**config.mk**
```make
export PLATFORM = sky130hd
export DESIGN_NAME = multicycle_control
export DESIGN_NICKNAME = d
export VERILOG_FILES = /design/src/rtl/multicycle_control.sv
export SDC_FILE = /design/constraint.sdc
export NUM_CORES = 1
export LEC_CHECK = 0
export BUFFER_PORTS_ARGS = -buffer_cell sky130_fd_sc_hd__buf_2
export CELL_PAD_IN_SITES_DETAIL_PLACEMENT = 1
export CELL_PAD_IN_SITES_GLOBAL_PLACEMENT = 1
export CORE_MARGIN = 2
export CORE_UTILIZATION = 25
export DETAILED_ROUTE_END_ITERATION = 8
export PLACE_DENSITY_LB_ADDON = 0.1
export SETUP_SLACK_MARGIN = 0.2
export SLEW_MARGIN = 15
export SYNTH_ARGS = -nofsm -noshare
export SYNTH_HDL_FRONTEND = slang
export SYNTH_SLANG_ARGS = --single-unit
```
**constraint.sdc**
```tcl
create_clock -name clk -period 3.75 [get_ports clk]
set_clock_uncertainty 0.05 [all_clocks]
set_input_delay 0.1875 -clock clk [delete_from_list [all_inputs] [get_ports clk]]
set_output_delay 0.1875 -clock clk [all_outputs]
set_load 0.005 [all_outputs]
```
**src/rtl/multicycle_control.sv**
```systemverilog
// Moore sequencing FSM for the multi-cycle RV64 datapath: memory handshake with
// timeout watchdog, halt on illegal opcode, retired-instruction counter.
module multicycle_control #(
  parameter int unsigned TIMEOUT   = 16,
  parameter int unsigned CNT_WIDTH = 32
) (
  input  logic                 clk,
  input  logic                 reset,
  input  logic [6:0]           opcode,
  input  logic                 mem_ready,
  output logic                 mem_req,
  output logic                 mem_read,
  output logic                 mem_write,
  output logic                 iord,
  output logic                 ir_write,
  output logic                 pc_write,
  output logic                 pc_write_cond,
  output logic                 pc_source,
  output logic                 alu_src_a,
  output logic [1:0]           alu_src_b,
  output logic [1:0]           alu_op,
  output logic                 reg_write,
  output logic                 mem_to_reg,
  output logic                 halted,
  output logic                 bus_err,
  output logic                 illegal,
  output logic [CNT_WIDTH-1:0] retired,
  output logic [3:0]           state_dbg
);

  // Encoding is visible on state_dbg, so the values are fixed.
  typedef enum logic [3:0] {
    S_FETCH     = 4'd0,
    S_DECODE    = 4'd1,
    S_EXECUTE   = 4'd2,
    S_ALU_WB    = 4'd3,
    S_MEM_ADDR  = 4'd4,
    S_MEM_READ  = 4'd5,
    S_MEM_WB    = 4'd6,
    S_MEM_WRITE = 4'd7,
    S_BRANCH    = 4'd8,
    S_HALT      = 4'd9
  } state_e;

  localparam logic [6:0] OP_R      = 7'b0110011;
  localparam logic [6:0] OP_I      = 7'b0010011;
  localparam logic [6:0] OP_LOAD   = 7'b0000011;
  localparam logic [6:0] OP_STORE  = 7'b0100011;
  localparam logic [6:0] OP_BRANCH = 7'b1100011;

  localparam int unsigned WCW = (TIMEOUT > 1) ? $clog2(TIMEOUT) : 1;
  localparam logic [WCW-1:0] WAIT_MAX = WCW'(TIMEOUT - 1);

  state_e               state_q, state_d;
  logic [WCW-1:0]       wait_q, wait_d;
  logic [CNT_WIDTH-1:0] retired_q, retired_d;
  logic                 bus_err_q, bus_err_d;
  logic                 illegal_q, illegal_d;
  logic                 is_mem;
  logic                 timeout;
  logic                 retire;

  assign is_mem  = (state_q == S_FETCH) || (state_q == S_MEM_READ) ||
                   (state_q == S_MEM_WRITE);
  // mem_ready in the final wait cycle takes priority over the timeout.
  assign timeout = is_mem && !mem_ready && (wait_q == WAIT_MAX);

  always_ff @(posedge clk) begin
    if (reset) begin
      state_q   <= S_FETCH;
      wait_q    <= '0;
      retired_q <= '0;
      bus_err_q <= 1'b0;
      illegal_q <= 1'b0;
    end else begin
      state_q   <= state_d;
      wait_q    <= wait_d;
      retired_q <= retired_d;
      bus_err_q <= bus_err_d;
      illegal_q <= illegal_d;
    end
  end

  always_comb begin
    state_d   = state_q;
    bus_err_d = bus_err_q;
    illegal_d = illegal_q;
    retire    = 1'b0;
    unique case (state_q)
      S_FETCH: begin
        if (mem_ready) begin
          state_d = S_DECODE;
        end else if (timeout) begin
          state_d   = S_HALT;
          bus_err_d = 1'b1;
        end
      end
      S_DECODE: begin
        unique case (opcode)
          OP_R, OP_I:        state_d = S_EXECUTE;
          OP_LOAD, OP_STORE: state_d = S_MEM_ADDR;
          OP_BRANCH:         state_d = S_BRANCH;
          default: begin
            state_d   = S_HALT;
            illegal_d = 1'b1;
          end
        endcase
      end
      S_EXECUTE: state_d = S_ALU_WB;
      S_ALU_WB: begin
        state_d = S_FETCH;
        retire  = 1'b1;
      end
      S_MEM_ADDR: state_d = (opcode == OP_LOAD) ? S_MEM_READ : S_MEM_WRITE;
      S_MEM_READ: begin
        if (mem_ready) begin
          state_d = S_MEM_WB;
        end else if (timeout) begin
          state_d   = S_HALT;
          bus_err_d = 1'b1;
        end
      end
      S_MEM_WB: begin
        state_d = S_FETCH;
        retire  = 1'b1;
      end
      S_MEM_WRITE: begin
        if (mem_ready) begin
          state_d = S_FETCH;
          retire  = 1'b1;
        end else if (timeout) begin
          state_d   = S_HALT;
          bus_err_d = 1'b1;
        end
      end
      S_BRANCH: begin
        state_d = S_FETCH;
        retire  = 1'b1;
      end
      S_HALT:  state_d = S_HALT;
      default: state_d = S_HALT;
    endcase
    retired_d = retired_q + CNT_WIDTH'(retire);
    // Counter only runs while stalled in the same memory state; any transition clears it.
    wait_d = (is_mem && !mem_ready && (state_d == state_q)) ? wait_q + WCW'(1) : '0;
  end

  always_comb begin
    mem_req       = 1'b0;
    mem_read      = 1'b0;
    mem_write     = 1'b0;
    iord          = 1'b0;
    ir_write      = 1'b0;
    pc_write      = 1'b0;
    pc_write_cond = 1'b0;
    pc_source     = 1'b0;
    alu_src_a     = 1'b0;
    alu_src_b     = 2'b00;
    alu_op        = 2'b00;
    reg_write     = 1'b0;
    mem_to_reg    = 1'b0;
    halted        = 1'b0;
    unique case (state_q)
      S_FETCH: begin
        mem_req   = 1'b1;
        mem_read  = 1'b1;
        alu_src_b = 2'b01;
        ir_write  = mem_ready;
        pc_write  = mem_ready;
      end
      S_DECODE: alu_src_b = 2'b11;
      S_EXECUTE: begin
        alu_src_a = 1'b1;
        alu_op    = 2'b10;
        alu_src_b = (opcode == OP_I) ? 2'b10 : 2'b00;
      end
      S_ALU_WB: reg_write = 1'b1;
      S_MEM_ADDR: begin
        alu_src_a = 1'b1;
        alu_src_b = 2'b10;
      end
      S_MEM_READ: begin
        mem_req  = 1'b1;
        mem_read = 1'b1;
        iord     = 1'b1;
      end
      S_MEM_WB: begin
        reg_write  = 1'b1;
        mem_to_reg = 1'b1;
      end
      S_MEM_WRITE: begin
        mem_req   = 1'b1;
        mem_write = 1'b1;
        iord      = 1'b1;
      end
      S_BRANCH: begin
        alu_src_a     = 1'b1;
        alu_op        = 2'b01;
        pc_write_cond = 1'b1;
        pc_source     = 1'b1;
      end
      S_HALT:  halted = 1'b1;
      default: halted = 1'b0;
    endcase
    if (reset) begin
      mem_req       = 1'b0;
      mem_read      = 1'b0;
      mem_write     = 1'b0;
      iord          = 1'b0;
      ir_write      = 1'b0;
      pc_write      = 1'b0;
      pc_write_cond = 1'b0;
      pc_source     = 1'b0;
      alu_src_a     = 1'b0;
      alu_src_b     = 2'b00;
      alu_op        = 2'b00;
      reg_write     = 1'b0;
      mem_to_reg    = 1'b0;
      halted        = 1'b0;
    end
  end

  assign bus_err   = bus_err_q;
  assign illegal   = illegal_q;
  assign retired   = retired_q;
  assign state_dbg = state_q;

endmodule

```
==> metrics.cfg, run 1 <==
[layout]
antenna_cells=0
finalNonFillerCells=419
fillers=1026
final_util_pct=31.6
drive_gt1_share_pct=25.8
final_cell_mix=buf_2 (63), dfxtp_1 (42), a21oi_1 (27), nor2_1 (19), nand2_1 (14)
syn_to_final_growth_pct=22.4
finalNetCount=326
layout_commonest_cell=buf_2

[setup_path]
critPathLaunch=state_dbg[1]
arrival_ps=3300
critPathCaptureType=register
reg2reg_depth=7
crit_fanout=17
cpMostUsedCell=or4_1
crit_type=register to register
cp-start-kind=register
timing.rr.start=state_dbg[1]
crit_chain=inv_1 -> o32ai_1 -> ha_1 -> nand3_1 -> or4_1 -> or4_1 -> a21oi_1
slowest_delay_ps=740
cp_slowest_cell=or4_1
required_ps=3920

[hold_path]
hold_path_class=input port to register
min-delay-start=opcode[4]
hold_depth=3

[synth]
ys_seq_area_share_pct=39.5
syn_nets=271
synth_seq_cells=42
synth_cell_type_count=40
syn-cell-area_um2=2130
syn_avg_cell_area_um2=8.26
ys_warn_count=0
synth_cells=258

[routing]
wirelength_um=6070
ant_nets=0
drc_errors=0
drt_pass1_iterations=6
vias_per_cell=5.09
dr_total_vias=2133
drtIter0Drc=41
wire_per_inst_um=14.5

[cts]
hold_buffers=0
cts_buffer_depth=2
cts-root-buf=clkbuf_8
worstSkewPairLatency_ps=290
clock-sinks=42
cts-buffers-inserted=5
cts_tree=done
h-tree-depth=2
cts_setup_buffers=0
cts.clk_slew.worst_paths_ps=90
cts_resized=0

[floorplanning]
io_pins=64
core_area_um2=8260
fp.dieH_um=96.3
rows=33
die_w_um=96.3
dieArea_um2=9280
initial_utilization_pct=25.8

[timing]
hold_violations=0
setup_violations=0
max_freq_mhz=320
period_share_pct=83.4
rsz0062_at_grt=no
min_period_ps=3130
relSlewSlack_pct=63.8
tightest_slew_ps=541
finalMaxSlewViolations=0
fin_ws_ps=622
tns_ps=0
hold_slack_ps=175

[placement]
pre_cts_slack_ps=652
gp_routability_congestion=0.745
place.detailed.hpwl_um=4440
io_buffers=63
place_inst=411

[global_route]
grt_pass1_wl_um=10000
antenna_found_initial=0
first_global_vias=2044
grt_max_degree=25
grt_overflow=0
gr-usage-all-layers_pct=13.7

[run_status]
status=completed

[power_and_ir_drop]
p_leak_nw=1.03
vdd_drop_max_uv=143
pwr_density_cell_nw_per_um2=334

[run]
drv_cap=0

[final timing paths]
kind	end	slack, ps
setup / recovery	retired[29]	620
setup reg to reg	retired[29]	620
hold / removal	state_dbg[2]	170
hold reg to reg	bus_err	400
[critical path: cells and delay by family (launching register included)]
kind / cells / cell delay (ps)
AND/OR/NAND/NOR: 3 / 1520
adder cells (fa/ha/maj): 1 / 220
buffers and inverters: 1 / 160
flip-flops: 1 / 620
AO/OA/AOI/OAI: 2 / 480
[routing by layer]
metal | global-route usage, % | up-vias | routed length, um
li1 | - | 1056 | -
met1 | 18.8 | 1028 | 3040
met2 | 21.7 | 47 | 2700
met3 | 3.21 | 2 | 291
met4 | 3.52 | 0 | 42
met5 | 0 | - | 0
[Yosys cell counts]
cell,instances,area (um2)
nand2b_1,4,25.0
a21oi_1,27,135
o31ai_1,10,75.1
or3_1,13,81.3
nand2_1,14,52.6
dfxtp_1,42,841
nand4_1,10,62.6
nand4b_1,1,8.76
or4_4,1,11.3
a2111o_1,1,11.3
nand4_2,1,12.5
o22ai_1,1,6.26
and3_1,4,25.0
mux2i_1,1,10.0
and2_1,1,6.26
xnor2_1,6,52.6
buf_4,4,30.0
buf_1,3,11.3
a2bb2oi_1,1,8.76
o21a_1,1,7.51
nand3_1,10,50.1
nand4bb_1,1,11.3
xor2_1,8,70.1
ha_1,3,37.5
nor2b_1,3,18.8
or4_1,11,82.6
nor3_1,10,50.1
nor2_1,19,71.3
clkbuf_1,9,33.8
or2_2,4,25.0
a41oi_1,1,8.76
o21ai_0,13,65.1
or4b_2,2,20.0
a31oi_1,4,25.0
nor4b_1,1,8.76
inv_1,6,22.5
a22oi_1,1,7.51
buf_2,1,5.00
o32ai_1,1,8.76
and4_1,4,35.0
[cell type report]
| class | count | area [um2] | area share [%] |
|---|---|---|---|
| clock buffer | 6 | 82.6 | 3.17 |
| clock inverter | 2 | 12.5 | 0.480 |
| inverter | 6 | 22.5 | 0.864 |
| multi-input combinational | 193 | 1190 | 45.5 |
| sequential | 42 | 841 | 32.2 |
| tap | 105 | 131 | 5.04 |
| timing repair buffer | 65 | 330 | 12.7 |
[cell families after synthesis]
group                      synth area share (%)
and+or+nand+nor                            30.9
AOI/OAI and AO/OA                          16.9
DFF                                        39.5
buffers and inverters                      4.81
xor gates and xnor gates                   5.75
adders and majority gates                  1.76
muxes                                     0.470
[registers in the layout, summed over array words and instances (netlist names)]
signal,cells
retired,32
state_dbg,4
wait_q,4
bus_err,1
illegal,1
[per-stage QoR]
step / total power [mW] / instance area (um2)
floorplan: 0.534 / 2130
global placement: 0.572 / 2510
detailed placement: 0.571 / 2510
CTS: 0.893 / 2610
global route: 0.926 / 2610
finish: 0.871 / 2610
[report_power, final]
group	leakage (nW)	internal (mW)	switching [mW]
clock	0.0472	0.148	0.165
combinational	0.639	0.0392	0.0488
sequential	0.339	0.454	0.0161
total	1.03	0.642	0.229
No activity file was read; power rests on OpenSTA's default activity.
==> inputs of run 2 (changes only) <==
clock period = 3.3 ns   (was 3.75 ns; I/O delays follow)
==> run 2 against run 1 <==
  * Sequential share of layout area decreased by 0.32 points
  * Final area rose by 1.0%
  * Combinational power rose by 34%
  * Critical path depth up 2
  * Hold slack worse by 14 ps
  * Via count decreased by 0.89%
  * Clock-buffer cell count grew 1
  * Maximum frequency is 13% higher
  * Register-to-register slack worse by 90 ps
  * Critical endpoint is now retired[28]
  * Largest cell class unchanged
  * Highest routed layer unchanged
==> metrics.cfg, run 2 (synthesis results as in run 1) <==
[layout]
syn_to_final_growth_pct=23.6  ; was 22.4%
layout_commonest_cell=buf_2  ; unchanged
largest_reg_flops=32  ; unchanged
final_util_pct=31.9  ; was 31.6%
drive_gt1_share_pct=26.4  ; was 25.8%
final_cell_mix=buf_2 (63), dfxtp_1 (42), a21oi_1 (27), nor2_1 (19), nand2_1 (14)  ; unchanged
antenna_cells=0  ; unchanged
finalNetCount=330  ; was 326
finalNonFillerCells=423  ; was 419

[cts]
cts_resized=0  ; unchanged
cts.clk_slew.worst_paths_ps=80  ; was 90 ps
hold_buffers=0  ; unchanged
cts_tree=done  ; unchanged
clock-sinks=42  ; unchanged
h-tree-depth=2  ; unchanged
cts_setup_buffers=0  ; unchanged
cts_buffer_depth=2  ; unchanged
worstSkewPairLatency_ps=300  ; was 290 ps
cts-root-buf=clkbuf_8  ; unchanged
cts-buffers-inserted=5  ; unchanged

[timing]
min_period_ps=2770  ; was 3130 ps
max_freq_mhz=361  ; was 320 MHz
hold_violations=0  ; unchanged
rsz0062_at_grt=no  ; unchanged
setup_violations=0  ; unchanged
relSlewSlack_pct=63.3  ; was 63.8%
fin_ws_ps=530  ; was 622 ps
tightest_slew_ps=548  ; was 541 ps
finalMaxSlewViolations=0  ; unchanged
tns_ps=0  ; unchanged
period_share_pct=83.9  ; was 83.4%

[setup_path]
critPathCaptureType=register  ; unchanged
crit_type=register to register  ; unchanged
required_ps=3480  ; was 3920 ps
cp-start-kind=register  ; unchanged
arrival_ps=2950  ; was 3300 ps
crit_fanout=16  ; was 17

[global_route]
grt_max_degree=26  ; was 25
antenna_found_initial=0  ; unchanged
grt_overflow=0  ; unchanged
grt_pass1_wl_um=10200  ; was 10,000 um
gr-usage-all-layers_pct=14.0  ; was 13.7%
first_global_vias=2067  ; was 2,044

[placement]
pre_cts_slack_ps=546  ; was 652 ps
place.detailed.hpwl_um=4470  ; was 4440 um
io_buffers=63  ; unchanged
place_inst=415  ; was 411
gp_routability_congestion=0.761  ; was 0.745

[routing]
ant_nets=0  ; unchanged
wire_per_inst_um=14.8  ; was 14.5 um
vias_per_cell=5.00  ; was 5.09
dr_total_vias=2114  ; was 2,133
drc_errors=0  ; unchanged
drtIter0Drc=25  ; was 41
drt_pass1_iterations=4  ; was 6
wirelength_um=6270  ; was 6070 um

[floorplanning]
io_pins=64  ; unchanged
rows=33  ; unchanged
core_area_um2=8260  ; unchanged
initial_utilization_pct=25.8  ; unchanged
fp.dieH_um=96.3  ; unchanged
die_w_um=96.3  ; unchanged
dieArea_um2=9280  ; unchanged

[power_and_ir_drop]
p_int_uw=735  ; was 642 uW
pwr_density_cell_nw_per_um2=381  ; was 334 nW/um2
p_sw_uw=270  ; was 229 uW
combPwrFrac_pct=11.8  ; was 10.1%
p_clk_share_pct=36.1  ; was 35.9%
vdd_drop_max_uv=125  ; was 143 uV
p_leak_nw=1.05  ; was 1.03 nW
seqPwrFrac_pct=52.1  ; was 54.0%
swShare_pct=26.8  ; was 26.3%

[run_status]
status=completed  ; unchanged

[hold_path]
hold_path_class=input port to register  ; unchanged

[run]
drv_cap=0  ; unchanged

==> run 2: power by group through the flow <==
stage,Sequential [mW],Combinational [mW],Clock [mW]
floorplan,0.535,0.0711,0
global placement,0.536,0.121,0
detailed placement,0.536,0.119,0
CTS,0.524,0.120,0.380
global route,0.526,0.134,0.400
finish,0.524,0.118,0.363
==> run 2: path summary, 6_finish.rpt <==
| check | start | end | slack [ps] | depth (start not counted) |
|---|---|---|---|---|
| setup reg to reg | state_dbg[2] | retired[28] | 530 | 9 |
| setup / recovery | state_dbg[2] | retired[28] | 530 | 9 |
| hold reg to reg | bus_err | bus_err | 400 | 2 |
| hold / removal | opcode[4] | state_dbg[2] | 160 | 3 |
==> run 2: worst max-delay path, stage by stage, from the launching register on <==
cell and delay (ps):
dfxtp_1 390, nand2b_1 120, mux2i_1 70, o32ai_1 240, ha_1 220, ha_1 200
nand2_1 90, or4_4 650, or4_1 500, a21oi_1 160
==> run 2: metal layers <==
metal / wire length, um / vias to the layer above / share of wire [%] / GRT usage (%)
li1: - / 1067 / - / -
met1: 3200 / 991 / 51 / 19.2
met2: 2690 / 50 / 43 / 21.9
met3: 293 / 6 / 4.7 / 2.98
met4: 85 / 0 / 1.4 / 4.58
met5: 0 / - / 0 / 0
==> run 2: layout make-up <==
type	instances	area, um2
inverters	6	22.5
multi-input cells	193	1190
repair buffers	69	360
clock inverters	1	5.00
well taps	105	131
clock buffers	7	86.3
fillers	1042	5620
flip-flops and latches	42	841
==> run 2: stage by stage <==
step           power, mW  cell area [um2]  hold WS, ps
2_1_floorplan      0.607             2130          310
3_3_place_gp       0.657             2540          384
3_5_place_dp       0.655             2540          389
4_1_cts             1.02             2630          154
5_1_grt             1.06             2630          172
6_report            1.00             2630          160
